`src/rtl/day_time_sequencer.sv`:
```
// Day-time traffic light sequencer: serves four approach pairs round-robin,
// skipping pairs without demand. Each green is bounded by a minimum, a
// maximum (only enforced when another pair waits) and is followed by an
// all-red clearance.
//
// state | meaning
// IDLE  | all red, waiting for day mode with demand
// GREEN | served pair (phase) shows go, cnt counts green cycles
// CLEAR | all red clearance between greens, cnt counts clearance cycles
module day_time_sequencer #(
    parameter int MIN_GREEN    = 4,
    parameter int MAX_GREEN    = 10,
    parameter int CLEAR_CYCLES = 2
) (
    input  logic       clk,
    input  logic       rst,
    input  logic       en,
    input  logic [7:0] demand,
    output logic [7:0] lightOut,
    output logic [1:0] phase,
    output logic       clearing
);

    typedef enum logic [1:0] {
        IDLE  = 2'd0,
        GREEN = 2'd1,
        CLEAR = 2'd2
    } stateT;

    // Exit thresholds compare against cnt, which equals (cycles spent - 1).
    localparam logic [7:0] MIN_LAST   = 8'(MIN_GREEN - 1);
    localparam logic [7:0] MAX_LAST   = 8'(MAX_GREEN - 1);
    localparam logic [7:0] CLEAR_LAST = 8'(CLEAR_CYCLES - 1);

    stateT      state;
    stateT      stateNext;
    logic [7:0] cnt;
    logic [7:0] cntNext;
    logic [7:0] cntInc;
    logic [7:0] lightNext;
    logic [1:0] phaseNext;
    logic       clearingNext;
    logic [3:0] pairDemand;
    logic       anyDemand;
    logic       otherDemand;
    logic [1:0] selPair;
    logic       selValid;

    // P0 sits in the top two bits, P3 in the bottom two.
    assign pairDemand[0] = demand[7] | demand[6];
    assign pairDemand[1] = demand[5] | demand[4];
    assign pairDemand[2] = demand[3] | demand[2];
    assign pairDemand[3] = demand[1] | demand[0];
    assign anyDemand     = |demand;
    assign otherDemand   = |(pairDemand & ~(4'b0001 << phase));
    assign cntInc        = (cnt == 8'hFF) ? cnt : cnt + 8'd1;

    // Round-robin pick starting after the current pair; the current pair is
    // searched last so it only wins when it is the sole demanding pair.
    always_comb begin
        selValid = 1'b0;
        selPair  = phase;
        for (int i = 1; i <= 4; i++) begin
            if (!selValid && pairDemand[phase + 2'(i)]) begin
                selValid = 1'b1;
                selPair  = phase + 2'(i);
            end
        end
    end

    // Next-state and next-output decode; outputs are registered with state.
    always_comb begin
        stateNext    = state;
        cntNext      = cnt;
        lightNext    = 8'h00;
        phaseNext    = phase;
        clearingNext = 1'b0;
        case (state)
            IDLE: begin
                if (en && anyDemand && selValid) begin
                    stateNext = GREEN;
                    phaseNext = selPair;
                    cntNext   = 8'd0;
                    lightNext = 8'hC0 >> {selPair, 1'b0};
                end
            end
            GREEN: begin
                if (!en
                    || (cnt >= MIN_LAST && !pairDemand[phase])
                    || (cnt >= MAX_LAST && otherDemand)) begin
                    stateNext    = CLEAR;
                    cntNext      = 8'd0;
                    clearingNext = 1'b1;
                end else begin
                    cntNext   = cntInc;
                    lightNext = 8'hC0 >> {phase, 1'b0};
                end
            end
            CLEAR: begin
                if (cnt >= CLEAR_LAST) begin
                    if (en && anyDemand && selValid) begin
                        stateNext = GREEN;
                        phaseNext = selPair;
                        cntNext   = 8'd0;
                        lightNext = 8'hC0 >> {selPair, 1'b0};
                    end else begin
                        stateNext = IDLE;
                        cntNext   = 8'd0;
                    end
                end else begin
                    cntNext      = cntInc;
                    clearingNext = 1'b1;
                end
            end
            default: begin
                stateNext = IDLE;
                cntNext   = 8'd0;
            end
        endcase
    end

    // State and output registers; reset forces all red immediately.
    always_ff @(posedge clk or negedge rst) begin
        if (!rst) begin
            state    <= IDLE;
            cnt      <= 8'd0;
            lightOut <= 8'h00;
            phase    <= 2'd3;
            clearing <= 1'b0;
        end else begin
            state    <= stateNext;
            cnt      <= cntNext;
            lightOut <= lightNext;
            phase    <= phaseNext;
            clearing <= clearingNext;
        end
    end

endmodule

```
`config.mk`:
```
export PLATFORM = sky130hd
export DESIGN_NAME = day_time_sequencer
export DESIGN_NICKNAME = d
export VERILOG_FILES = /design/src/rtl/day_time_sequencer.sv
export SDC_FILE = /design/constraint.sdc
export NUM_CORES = 1
export LEC_CHECK = 0
export ABC_AREA = 1
export BUFFER_PORTS_ARGS = -buffer_cell sky130_fd_sc_hd__buf_2
export CAP_MARGIN = 10
export CORE_MARGIN = 2
export CORE_UTILIZATION = 40
export DETAILED_ROUTE_END_ITERATION = 16
export SLEW_MARGIN = 0
export SYNTH_ARGS = -nofsm -noshare
export SYNTH_HDL_FRONTEND = slang
export SYNTH_SLANG_ARGS = --single-unit
```
`constraint.sdc`:
```
create_clock -name clk -period 2.1 [get_ports clk]
set_input_delay 0.21 -clock clk [delete_from_list [all_inputs] [get_ports clk]]
set_output_delay 0.21 -clock clk [all_outputs]
set_load 0.01 [all_outputs]
```
==> results of run 1 <==
[power by group through the flow]
| stage | logic (mW) | clock network [mW] | registers, mW |
|---|---|---|---|
| 3_5_place_dp | 1.27 | 0 | 0.540 |
| 6_report | 1.41 | 0.238 | 0.515 |
| 2_1_floorplan | 0.998 | 0 | 0.543 |
| 3_3_place_gp | 1.28 | 0 | 0.537 |
| 4_1_cts | 1.28 | 0.249 | 0.534 |
| 5_1_grt | 1.58 | 0.264 | 0.525 |
[repair_timing]
action,in CTS,in global routing
setup endpoints to repair,0,13
hold buffers,1,0
gates resized for setup,0,1
hold endpoints to repair,15,0
setup buffers,0,2
[logic make-up after synthesis]
group / Yosys count / synth area share (%)
AO/OA/AOI/OAI: 27 / 11.8
XOR/XNOR: 3 / 1.78
adder cells (fa/ha/maj): 11 / 9.31
buffers and inverters: 29 / 9.23
flip-flops: 17 / 29.0
AND/OR/NAND/NOR: 126 / 38.9
[area by class of cell]
class,instances,area (µm²),area share [%]
Timing Repair Buffer,25,150,8.81
Clock buffer,4,45.0,2.64
Sequential cell,17,428,25.1
Multi-Input combinational cell,167,926,54.3
Inverter,24,95.1,5.58
Tap cell,48,60.1,3.52
[cell usage after synthesis, types with 2 or more instances]
| master | count | area [µm²] |
|---|---|---|
| a21oi_1 | 6 | 30.0 |
| xor2_1 | 3 | 26.3 |
| dfrtp_1 | 15 | 375 |
| nand4_1 | 8 | 50.1 |
| inv_1 | 21 | 78.8 |
| buf_4 | 4 | 30.0 |
| nor2_1 | 15 | 56.3 |
| o21ai_2 | 2 | 17.5 |
| nand3_1 | 23 | 115 |
| a21oi_2 | 4 | 35.0 |
| nand2_1 | 67 | 251 |
| ha_1 | 11 | 138 |
| nand3_2 | 3 | 30.0 |
| o21ai_0 | 10 | 50.1 |
| dfstp_2 | 2 | 52.6 |
| nand2_2 | 4 | 25.0 |
| nor2_2 | 4 | 25.0 |
[final timing paths]
path,from,to,slack (ns)
max,phase[1],lightOut[1],0.11
min,rst,lightOut[3],0.43
max reg2reg,phase[1],lightOut[1],0.11
min reg2reg,state[1],state[1],0.56
max in group asynchronous,rst,phase[0],1.34
min in group clk,en,phase[1],0.47
[flip-flops by register name, indices dropped and copies added (netlist names)]
name,cells
clearing,1
lightOut,4
cnt,8
phase,2
state,2
[worst reg2reg max path, stage by stage, from the launching register on]
cell     delay (ns)
dfstp_2        0.60
inv_1          0.14
ha_4           0.26
inv_1          0.13
nand3_1        0.09
nand2_1        0.19
nand4_1        0.15
nand2_1        0.14
nand3_1        0.10
a21oi_1        0.14
[through the flow]
step | hold WS (ns) | power (mW)
after global placement | 0.159 | 1.82
after floorplan | -0.0856 | 1.54
after detailed placement | 0.163 | 1.81
final | 0.434 | 2.16
after CTS | 0.429 | 2.06
after global routing | 0.478 | 2.37
[per-layer routing]
metal | vias up | wire length (µm) | global-route usage (%)
li1 | 735 | - | -
met1 | 634 | 1790 | 26.1
met4 | 0 | 0 | 2.39
met2 | 28 | 1480 | 24.4
met3 | 0 | 99 | 3.82
met5 | - | 0 | 0
==> results.md, run 1 <==
* Outcome: complete, no violations
* Sum of negative setup slack at 0 ns
* Longest Clk Path Bufs at 2
* Top FF cell, synth: dfrtp_1
* EDFF count, synth at 0
* Cells after synthesis at around 210
* DR vias/cell at 4.90
* CTS root buf: clkbuf_8
* Die area at 0.00420 mm²
* Reg power frac at 23.9%
* Mean post-synth cell area at between 6 and 7 µm²
* Worst Path Arrival at around 2.2 ns
* Final worst path period share at 95.0%
* PnR worst setup slack at around 0.11 ns
* Syn Nets at 235
* Max FO, Critical Path at 7
* Worst Setup Start Kind: register
* Critical path class: reg -> reg
* TritonCTS clock tree: yes
* Unique masters post-synth at 28
* First-pass GRT wire length at around 5.6 mm
* GRT Total Usage at 16.9%
* Ports at 22
* Vias in the first global route at between 1000 and 1500
* Net Sw Power at roughly 1.1 mW
* Final setup violation count at 0
* Worst Hold Class: in -> async
* Largest net degree at the start of global routing at 18
* Register area share after synthesis at between 20 and 30%
* Fillers at roughly 380
* GRT overflow at 0
* Crit path max-delay family: simple AND/OR/NAND/NOR gates
* N_diodes at 0
* Area delta synth->final at 15.3%
* Final GP Congestion at slightly above 0.9
* R2r worst-path depth at 9
* Nets at 260
* Half-perimeter wire length after placement at 2.59 mm
* Initial Util at 41.0%
* Via Count at approximately 1400
* Final hold violations at 0
* CTS sink cnt at 17
* Core area at 0.00361 mm²
* Drt drc at 0
* Seq cells post-synth at 17
* Yosys warnings at 0
* Placed instance area at approximately 0.0016 mm²
* Finished Cell Area at 0.00170 mm²
* Sw frac at 49.7%
* Fin. max-slew vios at 0
* Clock Latency Late Sink at roughly 0.25 ns
* Logic gate share of total power at roughly two thirds
* Fraction of registers with async set/reset at 100%
* Dpl ws at 0.0763 ns
* Crit. End Element: register
* Worst IR Drop VDD at 0.000589 V
* Cell count along the critical path at 9
* CTS Buf Count at 3
* Commonest non-fill, non-tap cell in the layout: nand2_1
* Layout cells sized above 1 at a little over a fifth
* Slew headroom at between 70% and 80%
* Critical-path top delay cell: dfstp_2
* Wirelength per Cell at roughly 12 µm
* Chip height at ~65 µm
* Iter 0 DRT Violations at approximately 80
* Commonest non-fill, non-tap cells in the layout: nand2_1, nand3_1, inv_1, buf_2
* Final Util at 47.3%
* Clock network power share at between 10% and 20%
* DP Cell Count at roughly 280
* Leak Pwr at 0.900 nW
* Int Pwr at approximately 1.1 mW
* Post-Syn Area at about 0.0015 mm²
* CP max stage delay at 0.60 ns
* Power per cell area at about 1300 mW/mm²
* Crit path buffers/inverters at 2
* Drt pass-1 iters at 4
* Max cap viols at 0
* Antenna Nets Post-Route at 0
* IO Port Bufs at 21
* Finished Layout Cells at about 290
* Setup Skew at 0.00341 ns
* H-tree levels at 1
* Max Freq at around 500 MHz
* # rows at 22
* Worst path cell trace: inv_1, ha_4, inv_1, nand3_1, nand2_1, nand4_1, nand2_1, nand3_1, a21oi_1
* Wirelength, routed at about 3.4 mm
* Min Tclk post-route at around 2 ns
* Req. time, crit path at roughly 2.3 ns
* Clock Pin Slew Worst Setup and Hold Paths at 0.06 ns
* Slew @ Worst Pin at 0.408 ns
* Initial antenna violation count at 0
* DIE WIDTH at 64.8 µm
No activity file was read; power rests on OpenSTA's default activity.
==> run 2: changes to the inputs <==
--- a/config.mk
+++ b/config.mk
@@ -9,8 +9,9 @@
 export BUFFER_PORTS_ARGS = -buffer_cell sky130_fd_sc_hd__buf_2
 export CAP_MARGIN = 10
 export CORE_MARGIN = 2
-export CORE_UTILIZATION = 40
+export CORE_UTILIZATION = 50
 export DETAILED_ROUTE_END_ITERATION = 16
+export PLACE_DENSITY = 0.71
 export SLEW_MARGIN = 0
 export SYNTH_ARGS = -nofsm -noshare
 export SYNTH_HDL_FRONTEND = slang
==> run 2 against run 1 <==
Hold slack lost 0.081 ns. Critical path depth grew 1. Register-to-register slack gained 0.06 ns. Combinational power shrank 4%. Critical path type unchanged. Largest power group unchanged.
==> results.md, run 2 (synthesis gave the netlist of run 1 again) <==
* Via Count at between 1000 and 1500
* Fin. max-slew vios at 0
* Initial antenna violation count at 0
* Final hold violations at 0
* Slew headroom at approximately 73%
* Setup Skew at roughly 0.0030 ns
* Nets at about 260
* CTS Buf Count at 3
* Commonest non-fill, non-tap cells in the layout: nand2_1, nand3_1, inv_1, buf_2
* Wirelength per Cell at 11.8 µm
* Critical path class: reg -> reg
* Clock Pin Slew Worst Setup and Hold Paths at about 0.11 ns
* Final GP Congestion at between 0.8 and 0.9
* Final worst path period share at between 90 and 100%
* # rows at 19
* Finished Layout Cells at 267
* Logic gate share of total power at 65.9%
* Worst IR Drop VDD at 0.00123 V
* Reg power frac at between 20 and 25%
* Fillers at approximately 250
* DR vias/cell at 5.21
* Clock network power share at 9.2%
* TritonCTS clock tree: yes
* Int Pwr at ~1 mW
* Placed instance area at 0.00159 mm²
* Final hold slack at between 0.3 and 0.4 ns
* Iter 0 DRT Violations at 76
* Commonest non-fill, non-tap cell in the layout: nand2_1
* Worst Hold Class: in -> async
* Layout cells sized above 1 at 22.0%
* Req. time, crit path at 2.33 ns
* Power per cell area at approximately 1200 mW/mm²
* Vias in the first global route at roughly 1300
* Top flop regs: cnt (8), lightOut (4)
* H-tree levels at 1
* Antenna Nets Post-Route at 0
* Initial Util at a little over half
* Sw frac at a little over 50%
* Finished Cell Area at ~0.0016 mm²
* Worst Path Arrival at approximately 2.2 ns
* DP Cell Count at 261
* Sum of negative setup slack at 0 ns
* Drt drc at 0
* Ports at 22
* Outcome: complete, no violations
* Drt pass-1 iters at 4
* Min Tclk post-route at roughly 1.9 ns
* Crit. End Element: register
* Area delta synth->final at 11.3%
* Wirelength, routed at about 3.1 mm
* Final setup violation count at 0
* Clock Latency Late Sink at approximately 0.30 ns
* Slew @ Worst Pin at around 0.40 ns
* N_diodes at 0
* GRT overflow at 0
* CTS root buf: clkbuf_4
* Largest net degree at the start of global routing at 18
* Chip height at slightly below 60 µm
* Most flops, register: cnt
* First-pass GRT wire length at ~5.5 mm
* RSZ-0062 raised after global routing: false
* Largest register FFs at 8
* Leak Pwr at roughly 0.89 nW
* Die area at 0.00341 mm²
* Longest Clk Path Bufs at 2
* IO Port Bufs at 21
* Net Sw Power at about 1.1 mW
* Half-perimeter wire length after placement at about 2.3 mm
* Worst Setup Start Kind: register
* Max Freq at around 520 MHz
* DIE WIDTH at roughly 58 µm
* GRT Total Usage at a little over a fifth
* CTS sink cnt at 17
* Max FO, Critical Path at 9
* Core area at between 0.002 and 0.003 mm²
* Max cap viols at 0
[run 2: path summary, 6_finish.rpt]
kind	startpoint	to	slack, ns	depth (start not counted)
worst min register to register	cnt[6]	cnt[6]	0.56	2
worst min-delay path	rst	lightOut[5]	0.35	2
worst max-delay path	phase[0]	lightOut[6]	0.17	10
max in group asynchronous	rst	phase[1]	1.43	2
min in group clk	en	phase[0]	0.40	5
worst max register to register	phase[0]	lightOut[6]	0.17	10
[run 2: cell type report]
type	instances	area (µm²)	share of cell area, %
Clock inverter	1	5.00	0.304
Multi-Input combinational cell	167	926	56.3
Tap cell	31	38.8	2.36
Sequential cell	17	428	26.0
Timing Repair Buffer	24	130	7.91
Clock buffer	3	22.5	1.37
Inverter	24	95.1	5.78
[run 2: metal layers]
layer / vias up / global-route usage (%) / share of wire (%)
li1: 736 / - / -
met1: 613 / 30.0 / 50
met2: 37 / 32.6 / 43
met3: 4 / 2.64 / 5.4
met5: - / 0 / 0
met4: 0 / 7.31 / 0.83
[run 2: power groups by stage]
| stage | Combinational, mW | Clock, mW | Sequential (mW) |
|---|---|---|---|
| floorplan | 0.998 | 0 | 0.543 |
| global placement | 1.28 | 0 | 0.520 |
| detailed placement | 1.27 | 0 | 0.522 |
| CTS | 1.28 | 0.198 | 0.517 |
| global route | 1.55 | 0.209 | 0.525 |
| finish | 1.35 | 0.188 | 0.511 |
[run 2: metrics by stage]
step	worst slack, ns	util [%]	power, mW
global route	0.0350	59.2	2.28
global placement	0.182	57.1	1.80
CTS	0.130	58.4	1.99
detailed placement	0.167	57.1	1.79
floorplan	0.207	-	1.54
finish	0.168	59.2	2.05
[run 2: timing repair]
| item | 4_1_cts | 5_1_grt |
|---|---|---|
| gates resized for setup | 0 | 1 |
| setup buffers | 0 | 1 |
| hold buffers | 1 | 0 |
| setup endpoints to repair | 0 | 6 |
| endpoints found under the hold margin | 15 | 0 |
[run 2: worst max-delay path, cell delays in order (launching register included)]
cell	delay [ns]
dfstp_2	0.59
buf_4	0.17
ha_1	0.18
nor2_1	0.05
nor2_1	0.10
nand2_1	0.07
a21boi_2	0.22
nand3_2	0.14
clkinv_1	0.11
nand2_1	0.06
a21oi_1	0.16
